File: config.mk
export PLATFORM = sky130hd
export DESIGN_NAME = tick_timer_flat
export DESIGN_NICKNAME = d
export VERILOG_FILES = /design/src/rtl/tick_timer_if.sv /design/src/rtl/tick_timer.sv /design/src/flat_wrapper.sv
export SDC_FILE = /design/constraint.sdc
export NUM_CORES = 1
export LEC_CHECK = 0
export ABC_CLOCK_PERIOD_IN_PS = 1600
export CAP_MARGIN = 15
export CORE_MARGIN = 1.5
export CORE_UTILIZATION = 41
export DETAILED_ROUTE_END_ITERATION = 10
export HOLD_SLACK_MARGIN = 0.08
export PLACE_DENSITY = 0.73
export SYNTH_ARGS = -nofsm -noshare
export SYNTH_HDL_FRONTEND = slang
export SYNTH_SLANG_ARGS = --single-unit
File: constraint.sdc
create_clock -name CLK -period 1.6 [get_ports CLK]
set_input_delay 0.16 -clock CLK [delete_from_list [all_inputs] [get_ports CLK]]
set_output_delay 0.16 -clock CLK [all_outputs]
set_load 0.01 [all_outputs]
File: src/rtl/tick_timer_if.sv
// Control/status bundle between the timer and its controller.
interface tick_timer_if #(
  parameter int WIDTH = 4
);
  logic             tick;
  logic             start;
  logic             stop;
  logic             mode;
  logic [WIDTH-1:0] period;
  logic             ack;
  logic             busy;
  logic [WIDTH-1:0] count;
  logic             pulse;
  logic             expired;
  logic             overrun;

  modport master (
    output tick, start, stop, mode, period, ack,
    input  busy, count, pulse, expired, overrun
  );

  modport slave (
    input  tick, start, stop, mode, period, ack,
    output busy, count, pulse, expired, overrun
  );
endinterface

File: src/rtl/tick_timer.sv
// Programmable interval timer counting prescaler ticks up to a latched
// period; one-shot or periodic, with sticky expiry/overrun flags.
module tick_timer #(
  parameter int WIDTH = 4
) (
  input  logic        CLK,
  input  logic        ASYNCRESETN,
  tick_timer_if.slave bus
);

  typedef enum logic {IDLE = 1'b0, RUN = 1'b1} state_e;

  state_e           state_q, state_d;
  logic [WIDTH-1:0] count_q, count_d;
  logic [WIDTH-1:0] period_q, period_d;
  logic             mode_q, mode_d;
  logic             pulse_q, pulse_d;
  logic             expired_q, expired_d;
  logic             overrun_q, overrun_d;
  logic [WIDTH-1:0] last_cnt;

  // Final count value of an interval; period_q is never 0 while in RUN.
  assign last_cnt = period_q - WIDTH'(1);

  // Next-state and flag logic; priority STOP > START > TICK.
  always_comb begin
    state_d   = state_q;
    count_d   = count_q;
    period_d  = period_q;
    mode_d    = mode_q;
    pulse_d   = 1'b0;
    // ACK clears both sticky flags unless an expiry below sets them again.
    expired_d = expired_q & ~bus.ack;
    overrun_d = overrun_q & ~bus.ack;
    unique case (state_q)
      IDLE: begin
        count_d = '0;
        if (!bus.stop && bus.start && bus.period != '0) begin
          period_d = bus.period;
          mode_d   = bus.mode;
          state_d  = RUN;
        end
      end
      RUN: begin
        if (bus.stop) begin
          count_d = '0;
          state_d = IDLE;
        end else if (bus.start) begin
          // Restart swallows any tick on the same edge.
          count_d = '0;
          if (bus.period == '0) begin
            state_d = IDLE;
          end else begin
            period_d = bus.period;
            mode_d   = bus.mode;
          end
        end else if (bus.tick) begin
          if (count_q == last_cnt) begin
            count_d   = '0;
            pulse_d   = 1'b1;
            expired_d = 1'b1;
            if (expired_q && !bus.ack) overrun_d = 1'b1;
            if (!mode_q) state_d = IDLE;
          end else begin
            count_d = count_q + WIDTH'(1);
          end
        end
      end
      default: state_d = IDLE;
    endcase
  end

  // State and output registers.
  always_ff @(posedge CLK or negedge ASYNCRESETN) begin
    if (!ASYNCRESETN) begin
      state_q   <= IDLE;
      count_q   <= '0;
      period_q  <= '0;
      mode_q    <= 1'b0;
      pulse_q   <= 1'b0;
      expired_q <= 1'b0;
      overrun_q <= 1'b0;
    end else begin
      state_q   <= state_d;
      count_q   <= count_d;
      period_q  <= period_d;
      mode_q    <= mode_d;
      pulse_q   <= pulse_d;
      expired_q <= expired_d;
      overrun_q <= overrun_d;
    end
  end

  assign bus.busy    = (state_q == RUN);
  assign bus.count   = count_q;
  assign bus.pulse   = pulse_q;
  assign bus.expired = expired_q;
  assign bus.overrun = overrun_q;

endmodule
File: src/flat_wrapper.sv
// flat-port wrapper written by rule: the top's interface ports become plain ports
module tick_timer_flat 
#(
  parameter int WIDTH = 4
)
  (CLK, ASYNCRESETN, bus_tick, bus_start, bus_stop, bus_mode, bus_period, bus_ack, bus_busy, bus_count, bus_pulse, bus_expired, bus_overrun);
  tick_timer_if #(.WIDTH(WIDTH)) bus_i ();
  input  logic CLK;
  input  logic ASYNCRESETN;
  input wire logic [$bits(bus_i.tick)-1:0] bus_tick;
  input wire logic [$bits(bus_i.start)-1:0] bus_start;
  input wire logic [$bits(bus_i.stop)-1:0] bus_stop;
  input wire logic [$bits(bus_i.mode)-1:0] bus_mode;
  input wire logic [$bits(bus_i.period)-1:0] bus_period;
  input wire logic [$bits(bus_i.ack)-1:0] bus_ack;
  output wire logic [$bits(bus_i.busy)-1:0] bus_busy;
  output wire logic [$bits(bus_i.count)-1:0] bus_count;
  output wire logic [$bits(bus_i.pulse)-1:0] bus_pulse;
  output wire logic [$bits(bus_i.expired)-1:0] bus_expired;
  output wire logic [$bits(bus_i.overrun)-1:0] bus_overrun;
  assign bus_i.tick = bus_tick;
  assign bus_i.start = bus_start;
  assign bus_i.stop = bus_stop;
  assign bus_i.mode = bus_mode;
  assign bus_i.period = bus_period;
  assign bus_i.ack = bus_ack;
  assign bus_busy = bus_i.busy;
  assign bus_count = bus_i.count;
  assign bus_pulse = bus_i.pulse;
  assign bus_expired = bus_i.expired;
  assign bus_overrun = bus_i.overrun;
  tick_timer #(.WIDTH(WIDTH)) u_core (.CLK(CLK), .ASYNCRESETN(ASYNCRESETN), .bus(bus_i));
endmodule
==> metrics.txt, run 1 <==
# TYPE chip_impl_metric gauge
chip_impl_metric{name="drt-wirelength-per-cell",unit="um"} 13.0
chip_impl_metric{name="cap_viol_max_count",unit=""} 0
chip_impl_metric{name="postCtsSetupRepairBufs",unit=""} 0
chip_impl_metric{name="power.net_switching",unit="W"} 0.000204
chip_impl_metric{name="synthesis_warnings",unit=""} 0
chip_impl_metric{name="core.rowCount",unit=""} 14
chip_impl_metric{name="total_leakage_power",unit="nW"} 0.400
chip_impl_metric{name="combPwrFrac",unit="%"} 25.3
chip_impl_metric{name="critPathArrivalTime",unit="ps"} 1740
chip_impl_metric{name="cts_buffers",unit=""} 3
chip_impl_metric{name="clkSinkCount",unit=""} 13
chip_impl_metric{name="period_needed",unit="ps"} 1530
chip_impl_metric{name="vdd_drop_max",unit="uV"} 500
chip_impl_metric{name="placement.cell_area",unit="um^2"} 905
chip_impl_metric{name="cellInternalPower",unit="W"} 0.000549
chip_impl_metric{name="tightest_slew_margin_relative_to_the_limit",unit="%"} 62.2
chip_impl_metric{name="drt_iter0_drc",unit=""} 10
chip_impl_metric{name="synth_edf_count",unit=""} 0
chip_impl_info{name="launch_point_of_the_worst_reg_to_reg_path",value="u_core.period_q[1]"} 1
chip_impl_metric{name="cp_data_required_time",unit="ps"} 1800
chip_impl_info{name="synthDominantAreaCellType",value="sky130_fd_sc_hd__dfrtp_1"} 1
chip_impl_metric{name="p_clk_share",unit="%"} 25.6
chip_impl_metric{name="worst_pin_slew",unit="ps"} 565
chip_impl_metric{name="synthToLayoutAreaGrowth",unit="%"} 41.2
chip_impl_metric{name="synthDominantCellAreaShare",unit="%"} 48.2
chip_impl_metric{name="synthCells",unit=""} 59
chip_impl_info{name="yosys-top-cells-count",value="13 x sky130_fd_sc_hd__dfrtp_1, 5 x sky130_fd_sc_hd__xnor2_1, 4 x sky130_fd_sc_hd__nand2_1, 4 x sky130_fd_sc_hd__o21ai_0"} 1
chip_impl_metric{name="fillerInstances",unit=""} 129
chip_impl_metric{name="finalWirelength",unit="um"} 1300
chip_impl_metric{name="synthDistinctLibCells",unit=""} 27
chip_impl_metric{name="antenna_found_initial",unit=""} 0
chip_impl_metric{name="setup-tns-final",unit="ps"} 0
chip_impl_metric{name="setup_viols_final",unit=""} 0
chip_impl_metric{name="finalCoreUtilization",unit="%"} 62.5
chip_impl_metric{name="routabilityCongestion",unit=""} 0.694
chip_impl_info{name="start_kind",value="register"} 1
chip_impl_metric{name="ctsHtreeMaxLevel",unit=""} 1
chip_impl_metric{name="floorplan.io_pins",unit=""} 19
chip_impl_metric{name="regToRegSetupSlack",unit="ps"} 70
chip_impl_info{name="synth.most_common_cell",value="sky130_fd_sc_hd__dfrtp_1"} 1
chip_impl_info{name="crit_type",value="reg -> reg"} 1
chip_impl_metric{name="place_hpwl",unit="um"} 1010
chip_impl_metric{name="sequential_share_of_the_synthesized_area",unit="%"} 48.2
chip_impl_metric{name="number_of_diodes_added_for_antenna_fixing",unit=""} 0
chip_impl_metric{name="die-area",unit="um^2"} 1900
chip_impl_info{name="dominantRegCellSynth",value="sky130_fd_sc_hd__dfrtp_1"} 1
chip_impl_metric{name="die_width",unit="um"} 43.6
chip_impl_metric{name="power.density_cell_area",unit="nW/um^2"} 791
chip_impl_info{name="slowest_stage",value="sky130_fd_sc_hd__dfrtp_1"} 1
chip_impl_metric{name="max_stage_delay",unit="ps"} 390
chip_impl_metric{name="clk_latency",unit="ps"} 260
chip_impl_info{name="critical_path_sink_type",value="register"} 1
chip_impl_info{name="cp_cell_sequence",value="inv_1 > ha_4 > xnor2_2 > nor4_4 > buf_4 > a41o_1"} 1
chip_impl_metric{name="hold_viol",unit=""} 0
chip_impl_metric{name="critical_path_peak_fanout",unit=""} 8
chip_impl_metric{name="route.detailed.vias_per_inst",unit=""} 5.27
chip_impl_metric{name="grt_usage",unit="%"} 15.1
chip_impl_metric{name="postLayoutCellArea",unit="um^2"} 952
chip_impl_info{name="run_status",value="finished, final reports clean"} 1
chip_impl_info{name="hold_class",value="in -> async"} 1
chip_impl_metric{name="place.port_buffers",unit=""} 18
chip_impl_metric{name="drt_drc",unit=""} 0
chip_impl_metric{name="synthArstFlopShare",unit="%"} 100
chip_impl_metric{name="grt_start_max_net_pins",unit=""} 14
chip_impl_metric{name="die_y",unit="um"} 43.6
chip_impl_metric{name="share_seq_of_total_power",unit="%"} 49.2
chip_impl_metric{name="grt_overflow",unit=""} 0
chip_impl_metric{name="power_switching_share",unit="%"} 27.1
chip_impl_metric{name="start_util",unit="%"} 44.3
chip_impl_info{name="clockRootBuffer",value="sky130_fd_sc_hd__clkbuf_4"} 1
chip_impl_metric{name="first_global_vias",unit=""} 484
chip_impl_metric{name="synth_area",unit="um^2"} 674
chip_impl_metric{name="worstRegToRegCells",unit=""} 6
chip_impl_metric{name="synth_seq_cells",unit=""} 13
chip_impl_metric{name="final_nets",unit=""} 98
chip_impl_metric{name="core_region_area",unit="um^2"} 1520
chip_impl_info{name="clock_tree_from_tritoncts",value="built"} 1
chip_impl_metric{name="final.period_utilization",unit="%"} 95.9
chip_impl_metric{name="ctsLongestPathBuffers",unit=""} 2
chip_impl_metric{name="drt-pass1-iter-count",unit=""} 4
chip_impl_metric{name="final_count_of_pins_violating_max_slew",unit=""} 0
chip_impl_info{name="synth.top_cells.by_area",value="sky130_fd_sc_hd__dfrtp_1 48%, sky130_fd_sc_hd__xnor2_1 6.5%, sky130_fd_sc_hd__mux2_2 5.0%"} 1
chip_impl_metric{name="max_freq",unit="MHz"} 652
chip_impl_metric{name="final_layout_size_suffix_gt1_share",unit="%"} 22.6
chip_impl_info{name="grt_setup_unrepaired",value="no"} 1
chip_impl_metric{name="route.vias.total",unit=""} 527
chip_impl_metric{name="total_nets_after_synthesis",unit=""} 72
chip_impl_metric{name="ant_nets",unit=""} 0
chip_impl_info{name="worst_r2r_endpoint",value="u_core.bus.overrun"} 1
chip_impl_metric{name="worst_clock_skew",unit="ps"} 0.852
chip_impl_metric{name="grt_pass1_wl",unit="um"} 2110
chip_impl_metric{name="clk_transition_reported_paths",unit="ps"} 80
chip_impl_metric{name="avg_cell_area_syn",unit="um^2"} 11.4
==> what timing repair did <==
item                                    in CTS  in global routing
gates resized for setup                      0                  3
endpoints found under the setup margin       0                  2
hold buffers                                 0                  0
==> through the flow <==
step	hold WS, ps	instances	total power, W	setup slack (ps)
6_report	254	100	0.000753	65.5
5_1_grt	280	100	0.000803	1.33
4_1_cts	277	100	0.000747	53.5
3_5_place_dp	527	96	0.000550	18.4
3_3_place_gp	491	96	0.000545	49.4
2_1_floorplan	-136	59	0.000479	75.3
==> cells by family after synthesis <==
kind of cell	count (synthesis)	synth area share [%]
fa+ha+maj	2	3.71
buf+inv	4	2.23
compound gates	9	8.72
xor+xnor	8	11.5
mux	3	5.01
simple gates	20	20.6
flops	13	48.2
==> how the worst max path moves through the flow <==
stage,depth (start not counted),to,startpoint
5_1_grt,6,u_core.bus.overrun,u_core.period_q[1]
6_report,6,u_core.bus.overrun,u_core.period_q[1]
3_5_place_dp,4,u_core.mode_q,bus_period[0]
4_1_cts,6,u_core.bus.count[0],u_core.period_q[1]
2_1_floorplan,5,u_core.bus.overrun,u_core.period_q[0]
3_3_place_gp,4,u_core.period_q[3],bus_period[0]
==> power by group through the flow <==
| stage | registers (W) | clock network, W | logic [W] |
|---|---|---|---|
| 6_report | 0.000370 | 0.000193 | 0.000190 |
| 5_1_grt | 0.000374 | 0.000224 | 0.000205 |
| 3_5_place_dp | 0.000376 | 0 | 0.000174 |
| 2_1_floorplan | 0.000375 | 0 | 0.000104 |
| 3_3_place_gp | 0.000375 | 0 | 0.000170 |
| 4_1_cts | 0.000370 | 0.000202 | 0.000175 |
==> area by class of cell <==
cell class	count	area [um^2]	share of cell area (%)
Clock buffer	3	22.5	2.37
Clock inverter	1	5.00	0.526
Inverter	2	7.51	0.788
Multi-Input combinational cell	42	354	37.2
Sequential cell	13	325	34.2
Tap cell	16	20.0	2.10
Timing Repair Buffer	23	218	22.9
==> worst max-delay path, delay by kind of cell (launching register included) <==
| kind | cells | cell delay, ps |
|---|---|---|
| compound gates | 1 | 180 |
| xor+xnor | 1 | 140 |
| fa+ha+maj | 1 | 220 |
| buf+inv | 2 | 310 |
| flops | 1 | 390 |
| simple gates | 1 | 250 |
==> flip-flops by register name, indices dropped and copies added, names as in the netlist <==
signal              count
u_core.period_q         4
u_core.bus.overrun      1
u_core.bus.busy         1
u_core.bus.pulse        1
u_core.bus.count        4
u_core.mode_q           1
u_core.bus.expired      1
==> per-layer routing <==
| layer | vias to the layer above | global-route usage [%] | share of wire (%) |
|---|---|---|---|
| met1 | 254 | 20.6 | 47 |
| met4 | 0 | 7.27 | 0.69 |
| li1 | 260 | - | - |
| met3 | 2 | 1.25 | 3.1 |
| met2 | 11 | 24.4 | 49 |
| met5 | - | 0 | 0 |
==> cells in the final DEF, fill, tap and decap left out, types with 2 or more instances in the layout <==
| cell | synthesis | routed |
|---|---|---|
| sky130_fd_sc_hd__a211oi_1 | 2 | 2 |
| sky130_fd_sc_hd__buf_4 | 0 | 5 |
| sky130_fd_sc_hd__clkbuf_4 | 0 | 3 |
| sky130_fd_sc_hd__clkdlybuf4s50_1 | 0 | 18 |
| sky130_fd_sc_hd__dfrtp_1 | 13 | 13 |
| sky130_fd_sc_hd__mux2_2 | 3 | 3 |
| sky130_fd_sc_hd__nand2_1 | 4 | 4 |
| sky130_fd_sc_hd__nand3b_1 | 3 | 3 |
| sky130_fd_sc_hd__nor2_1 | 2 | 2 |
| sky130_fd_sc_hd__nor2b_1 | 2 | 2 |
| sky130_fd_sc_hd__o21ai_0 | 4 | 4 |
| sky130_fd_sc_hd__xnor2_1 | 5 | 4 |
| sky130_fd_sc_hd__xnor2_2 | 1 | 2 |
| sky130_fd_sc_hd__xor2_1 | 2 | 2 |
No activity file was read; power rests on OpenSTA's default activity.
==> run 2, diff against run 1 <==
- CTS_CLUSTER_SIZE: not set -> 25
==> results of run 2 <==
Same layout as run 1: the final DEF is identical, and so are final timing and power.
